File: src/rtl/race_state_ctrl.sv
// race_state_ctrl: game-flow sequencer for the car-racing display pipeline.
// Runs IDLE/COUNTDOWN/RACE/CRASH/WIN/OVER, counts frames, tracks lives and
// race progress, and drives the compositor layer enables. All outputs are
// registered and reflect the new state one clock after the triggering event.
// Optional feature macro: RACE_PAUSE_EN (adds the PAUSE state on pause_btn).
module race_state_ctrl #(
  parameter int COUNTDOWN_FRAMES = 180,
  parameter int RACE_FRAMES      = 3600,
  parameter int CRASH_FRAMES     = 120,
  parameter int START_LIVES      = 3
) (
  input  logic        clk,
  input  logic        reset_n,
  input  logic        frame_tick,
  input  logic        start_btn,
  input  logic        collision,
  input  logic        pause_btn,
  output logic [2:0]  state,
  output logic        cars_run,
  output logic        player_en,
  output logic        win_overlay,
  output logic [1:0]  lives,
  output logic [11:0] progress
);

  typedef enum logic [2:0] {
    S_IDLE  = 3'd0,
    S_COUNT = 3'd1,
    S_RACE  = 3'd2,
    S_CRASH = 3'd3,
    S_WIN   = 3'd4,
    S_OVER  = 3'd5,
    S_PAUSE = 3'd6
  } state_t;

  // Frame counts must fit the 12-bit frame counter and lives the 2-bit field.
  if ((COUNTDOWN_FRAMES < 1) || (COUNTDOWN_FRAMES > 4095) ||
      (RACE_FRAMES < 1) || (RACE_FRAMES > 4095) ||
      (CRASH_FRAMES < 1) || (CRASH_FRAMES > 4095) ||
      (START_LIVES < 1) || (START_LIVES > 3)) begin : g_bad_params
    $error("race_state_ctrl: parameter out of range");
  end

  localparam logic [11:0] CD_LAST    = 12'(COUNTDOWN_FRAMES - 1);
  localparam logic [11:0] CR_LAST    = 12'(CRASH_FRAMES - 1);
  localparam logic [11:0] RACE_END   = 12'(RACE_FRAMES);
  localparam logic [1:0]  LIVES_INIT = 2'(START_LIVES);

  state_t      state_q, state_d;
  logic [11:0] fcnt_q, fcnt_d;
  logic [1:0]  lives_q, lives_d;
  logic [11:0] progress_q, progress_d;
  logic        start_q;
  logic        cars_run_q, cars_run_d;
  logic        player_en_q, player_en_d;
  logic        win_q, win_d;
  logic        start_rise_s;
  logic        pause_rise_s;
  logic        keep_fcnt_s;
  logic [11:0] prog_inc_s;

  assign start_rise_s = start_btn & ~start_q;
  assign prog_inc_s   = progress_q + 12'd1;

`ifdef RACE_PAUSE_EN
  logic   pause_q;
  state_t ret_q, ret_d;

  assign pause_rise_s = pause_btn & ~pause_q;
  // Entering, leaving or sitting in PAUSE keeps the frame count frozen.
  assign keep_fcnt_s  = (state_d == S_PAUSE) || (state_q == S_PAUSE);

  // Remember where to resume when a pause is requested.
  always_comb begin
    ret_d = ret_q;
    if ((state_d == S_PAUSE) && (state_q != S_PAUSE)) begin
      ret_d = state_q;
    end else begin
      ret_d = ret_q;
    end
  end

  // Pause edge detector and return-state register.
  always_ff @(posedge clk) begin
    if (!reset_n) begin
      pause_q <= 1'b1;
      ret_q   <= S_IDLE;
    end else begin
      pause_q <= pause_btn;
      ret_q   <= ret_d;
    end
  end
`else
  logic unused_pause_s;
  assign unused_pause_s = pause_btn;
  assign pause_rise_s   = 1'b0;
  assign keep_fcnt_s    = 1'b0;
`endif

  // State register together with the frame/lives/progress datapath registers.
  always_ff @(posedge clk) begin
    if (!reset_n) begin
      state_q    <= S_IDLE;
      fcnt_q     <= 12'd0;
      lives_q    <= 2'd0;
      progress_q <= 12'd0;
      start_q    <= 1'b1;
    end else begin
      state_q    <= state_d;
      fcnt_q     <= fcnt_d;
      lives_q    <= lives_d;
      progress_q <= progress_d;
      start_q    <= start_btn;
    end
  end

  // Next-state decision; pause requests take priority over frame events.
  always_comb begin
    state_d = state_q;
    case (state_q)
      S_IDLE: begin
        if (start_rise_s) state_d = S_COUNT;
        else              state_d = state_q;
      end
      S_COUNT: begin
        if (pause_rise_s)                           state_d = S_PAUSE;
        else if (frame_tick && (fcnt_q == CD_LAST)) state_d = S_RACE;
        else                                        state_d = state_q;
      end
      S_RACE: begin
        if (pause_rise_s)                  state_d = S_PAUSE;
        else if (frame_tick && collision)  state_d = S_CRASH;
        else if (frame_tick && (prog_inc_s == RACE_END)) state_d = S_WIN;
        else                               state_d = state_q;
      end
      S_CRASH: begin
        if (frame_tick && (fcnt_q == CR_LAST)) begin
          if (lives_q == 2'd0) state_d = S_OVER;
          else                 state_d = S_COUNT;
        end else begin
          state_d = state_q;
        end
      end
      S_WIN, S_OVER: begin
        if (start_rise_s) state_d = S_IDLE;
        else              state_d = state_q;
      end
`ifdef RACE_PAUSE_EN
      S_PAUSE: begin
        if (pause_rise_s) state_d = ret_q;
        else              state_d = state_q;
      end
`endif
      default: state_d = S_IDLE;
    endcase
  end

  // Frame counter, lives and progress updates for the current cycle.
  always_comb begin
    fcnt_d     = fcnt_q;
    lives_d    = lives_q;
    progress_d = progress_q;

    if (keep_fcnt_s)                fcnt_d = fcnt_q;
    else if (state_d != state_q)    fcnt_d = 12'd0;
    else if (frame_tick)            fcnt_d = fcnt_q + 12'd1;
    else                            fcnt_d = fcnt_q;

    case (state_q)
      S_IDLE: begin
        if (start_rise_s) begin
          lives_d    = LIVES_INIT;
          progress_d = 12'd0;
        end else begin
          lives_d    = lives_q;
          progress_d = progress_q;
        end
      end
      S_RACE: begin
        if (!pause_rise_s && frame_tick && collision) begin
          if (lives_q != 2'd0) lives_d = lives_q - 2'd1;
          else                 lives_d = lives_q;
        end else if (!pause_rise_s && frame_tick && (progress_q < RACE_END)) begin
          progress_d = prog_inc_s;
        end else begin
          progress_d = progress_q;
        end
      end
      S_WIN, S_OVER: begin
        if (start_rise_s) begin
          lives_d    = 2'd0;
          progress_d = 12'd0;
        end else begin
          lives_d    = lives_q;
          progress_d = progress_q;
        end
      end
      default: begin
        lives_d    = lives_q;
        progress_d = progress_q;
      end
    endcase
  end

  // Layer controls derived from the state being entered; the crash flash
  // follows bit 3 of the frame count so the player blinks every 8 frames.
  always_comb begin
    cars_run_d  = (state_d == S_RACE);
    win_d       = (state_d == S_WIN);
    player_en_d = 1'b1;
    case (state_d)
      S_IDLE, S_OVER: player_en_d = 1'b0;
      S_CRASH:        player_en_d = ~fcnt_d[3];
      default:        player_en_d = 1'b1;
    endcase
  end

  // Output registers.
  always_ff @(posedge clk) begin
    if (!reset_n) begin
      cars_run_q  <= 1'b0;
      player_en_q <= 1'b0;
      win_q       <= 1'b0;
    end else begin
      cars_run_q  <= cars_run_d;
      player_en_q <= player_en_d;
      win_q       <= win_d;
    end
  end

  assign state       = state_q;
  assign cars_run    = cars_run_q;
  assign player_en   = player_en_q;
  assign win_overlay = win_q;
  assign lives       = lives_q;
  assign progress    = progress_q;

endmodule

File: config.mk
export PLATFORM = sky130hd
export DESIGN_NAME = race_state_ctrl
export DESIGN_NICKNAME = d
export VERILOG_FILES = /design/src/rtl/race_state_ctrl.sv
export SDC_FILE = /design/constraint.sdc
export NUM_CORES = 1
export LEC_CHECK = 0
export BUFFER_PORTS_ARGS = -buffer_cell sky130_fd_sc_hd__buf_2
export CORE_UTILIZATION = 55
export DETAILED_ROUTE_END_ITERATION = 7
export GPL_TIMING_DRIVEN = 0
export MAX_ROUTING_LAYER = met4
export PLACE_DENSITY = 0.87
export SYNTH_ARGS = -nofsm -noshare
export SYNTH_HDL_FRONTEND = slang
export SYNTH_SLANG_ARGS = --single-unit
File: constraint.sdc
create_clock -name clk -period 2.9 [get_ports clk]
set_input_delay 0.29 -clock clk [delete_from_list [all_inputs] [get_ports clk]]
set_output_delay 0.29 -clock clk [all_outputs]
set_load 0.01 [all_outputs]
==> metrics.txt <==
First-pass DRT Iterations 5; sw power around 190 uW; Yosys warning count 0; Clock transition at path regs around 0.10 ns; Routed WL per cell around 13 um; max cap viols 0; Via density 5.88; clk buf depth 2; Initial Util between 50 and 60%; CP Max Fanout 9; Flop pwr share between 60% and 70%; initial drt markers between 80 and 90; first-pass GRT wire length 6330 um; Simple-Gate Fraction of Synth Area between 30% and 40%; ANT cells 0; Total Die Area about 3600 um^2; initial antenna violation count 0; fin. max-slew vios 0; EDFF count, synth 0; Clock power frac 31.5%; Avg Cell Area, Syn 8.23 um^2; clock sinks 33; Seq/Total Area, Yosys between 30% and 40%; H-tree depth 2; Rows 20; core box area 3130 um^2; I/O pin cnt 26; Final nets around 270; crit path capture type flop; Remaining DRCs 0; Post-synth ARST share 0%; combinational family with the most area after synthesis simple AND/OR/NAND/NOR gates; compound-gate portion of the synthesized area 20.0%; post-route minimum period ~2.5 ns; Final Hold Fails 0; vias in the first global route approximately 1,400; Slew @ Worst Pin ~0.55 ns; Pint 573 uW; outcome complete, no violations; Post-CTS Hold Fix Bufs 0; Syn Std Cell Area 1860 um^2; adder-cell share of the synthesized area under 10%; post_cts resized 0; PnR worst setup slack roughly 0.35 ns; port bufs 24; crit start category flop; Worst-Skew Late Latency 0.32 ns; Root Driver clkbuf_4; WP data arrival ~2.8 ns; mux cell area share after synthesis approximately 2.2%; RSZ-0062 raised after global routing false; HP Class in2reg; CTS tree built; Sw Ratio around a quarter; proportion of layout cells with a drive suffix above 1 15.1%; xor/xnor cell area share of the yosys netlist 5.18%; area grow syn2layout 12.2%; Leakage between 0.0007 and 0.0008 uW; Max Clock Skew 0.0104 ns; area leader, netlist dfxtp_1; largest cells by area after synthesis dfxtp_1 36%, nor2_1 6.3%, nand2_1 3.4%; Comb pwr share between 7 and 8%; synthesized flop and latch total 33; Routed Antenna Nets 0; GPL Wtd Cong approximately 0.95; Req. time, crit path roughly 3.1 ns; Synth top area share 35.5%; Most used DFF post-synth dfxtp_1; f_max between 0.3 and 0.4 GHz; period utilization 87.8%; post-DP HPWL roughly 2900 um; Die H around 60 um; final setup fails 0; Post-CTS Setup Inserts 0; Rel. slew slack a little over three fifths; CP Class reg2reg; grt ovf 0; Mapped Cells 226; worst slack at placement roughly 0.44 ns; Syn Nets around 240; via count 1,776; VDD IR max 0.276 mV; PD cells ~360 nW/um^2; Fin Setup TNS 0 ns; TritonCTS buffer count 5; routed wire length between 4000 and 5000 um; die width approximately 60 um; Netlist cell types 50; GRT Overall Usage a little under a quarter; largest net degree at the start of global routing 11
-- through the flow --
| step | power [uW] | hold WS, ns | std cells | cell area (um^2) | util, % |
|---|---|---|---|---|---|
| 2_1_floorplan | 513 | 0.391 | 226 | 1860 | - |
| 3_3_place_gp | 529 | 0.500 | 294 | 2040 | 65.1 |
| 3_5_place_dp | 531 | 0.505 | 294 | 2040 | 65.1 |
| 4_1_cts | 766 | 0.168 | 302 | 2090 | 66.7 |
| 5_1_grt | 793 | 0.171 | 302 | 2090 | 66.7 |
| 6_report | 762 | 0.169 | 302 | 2090 | 66.7 |
-- cell usage in the layout, fill, tap and decap left out, types with 5 or more instances in the layout --
| master | count |
|---|---|
| nand3_1 | 8 |
| nand2_1 | 17 |
| xor2_1 | 6 |
| inv_1 | 5 |
| buf_2 | 26 |
| clkbuf_4 | 5 |
| xnor2_1 | 5 |
| nor2b_1 | 7 |
| nor3_1 | 6 |
| a31oi_1 | 7 |
| clkbuf_1 | 7 |
| dfxtp_1 | 33 |
| nor2_1 | 31 |
| o21ai_0 | 11 |
| nand4_1 | 6 |
| a21oi_1 | 11 |
-- cells by family (layout without fill, tap and decap cells) --
logic type               count (synthesis)  in the layout
multiplexers                             4              4
XOR/XNOR                                11             11
AND/OR/NAND/NOR                        107            107
buffers and inverters                   14             46
adder cells (fa/ha/maj)                  3              3
AO/OA/AOI/OAI                           54             54
flip-flops                              33             33
-- power by group through the flow --
stage	Sequential, uW	Combinational (uW)	Clock (uW)
6_report	464	57.6	240
5_1_grt	465	64.0	265
4_1_cts	464	57.0	245
3_5_place_dp	474	56.6	0
3_3_place_gp	474	55.3	0
2_1_floorplan	475	38.2	0
-- final timing paths --
check	startpoint	endpoint	slack [ns]	cells after the start
max	progress[0]	player_en	0.35	8
min	start_btn	start_q	0.17	2
max reg2reg	progress[0]	player_en	0.35	8
min reg2reg	lives[1]	lives[1]	0.53	2
-- registers in the layout, indices dropped and copies added (netlist names) --
name	flops
fcnt_q	12
progress	12
state	3
lives	2
cars_run	1
player_en	1
start_q	1
win_overlay	1
-- synthesized netlist by cell type, types with 2 or more instances --
| cell type | count |
|---|---|
| a21oi_1 | 11 |
| dfxtp_1 | 33 |
| a31oi_1 | 7 |
| inv_1 | 5 |
| a211o_1 | 2 |
| and2_1 | 4 |
| o22ai_1 | 2 |
| o21a_1 | 3 |
| nand3_1 | 8 |
| clkbuf_1 | 6 |
| o21ai_0 | 11 |
| nand2_1 | 17 |
| a211oi_1 | 4 |
| nor2b_1 | 7 |
| nor2_1 | 31 |
| and3_1 | 3 |
| a22oi_1 | 2 |
| buf_2 | 2 |
| a311oi_1 | 2 |
| xor2_1 | 6 |
| mux2i_1 | 4 |
| nand4_1 | 6 |
| or4b_1 | 2 |
| nor4_1 | 4 |
| xnor2_1 | 5 |
| nor3b_1 | 2 |
| ha_1 | 3 |
| nor3_1 | 6 |
| nand4b_1 | 2 |
| and4_1 | 3 |
| nand2b_1 | 4 |
-- cell type report --
cell class | instances | area, um^2
Buffer | 9 | 43.8
Multi-Input combinational cell | 179 | 1140
Clock inverter | 2 | 10.0
Clock buffer | 6 | 41.3
Tap cell | 44 | 55.1
Timing Repair Buffer | 24 | 120
Fill cell | 285 | 1040
Sequential cell | 33 | 661
Inverter | 5 | 18.8
-- layer usage --
layer | track usage, % | part of all wire (%)
met5 | - | 0
met4 | 6.98 | 0.57
met3 | 6.28 | 7.6
met2 | 30.9 | 43
met1 | 35.1 | 49
-- worst max-delay path, stage by stage (launching register included) --
cell and delay (ns):
dfxtp_1 0.46, ha_1 0.18, clkbuf_1 0.31, a21oi_1 0.10, o311a_1 0.30, a211o_1 0.26, a41oi_1 0.43, a211oi_1 0.14
a211oi_1 0.26
Note: power is estimated with default switching activity, not from simulation.
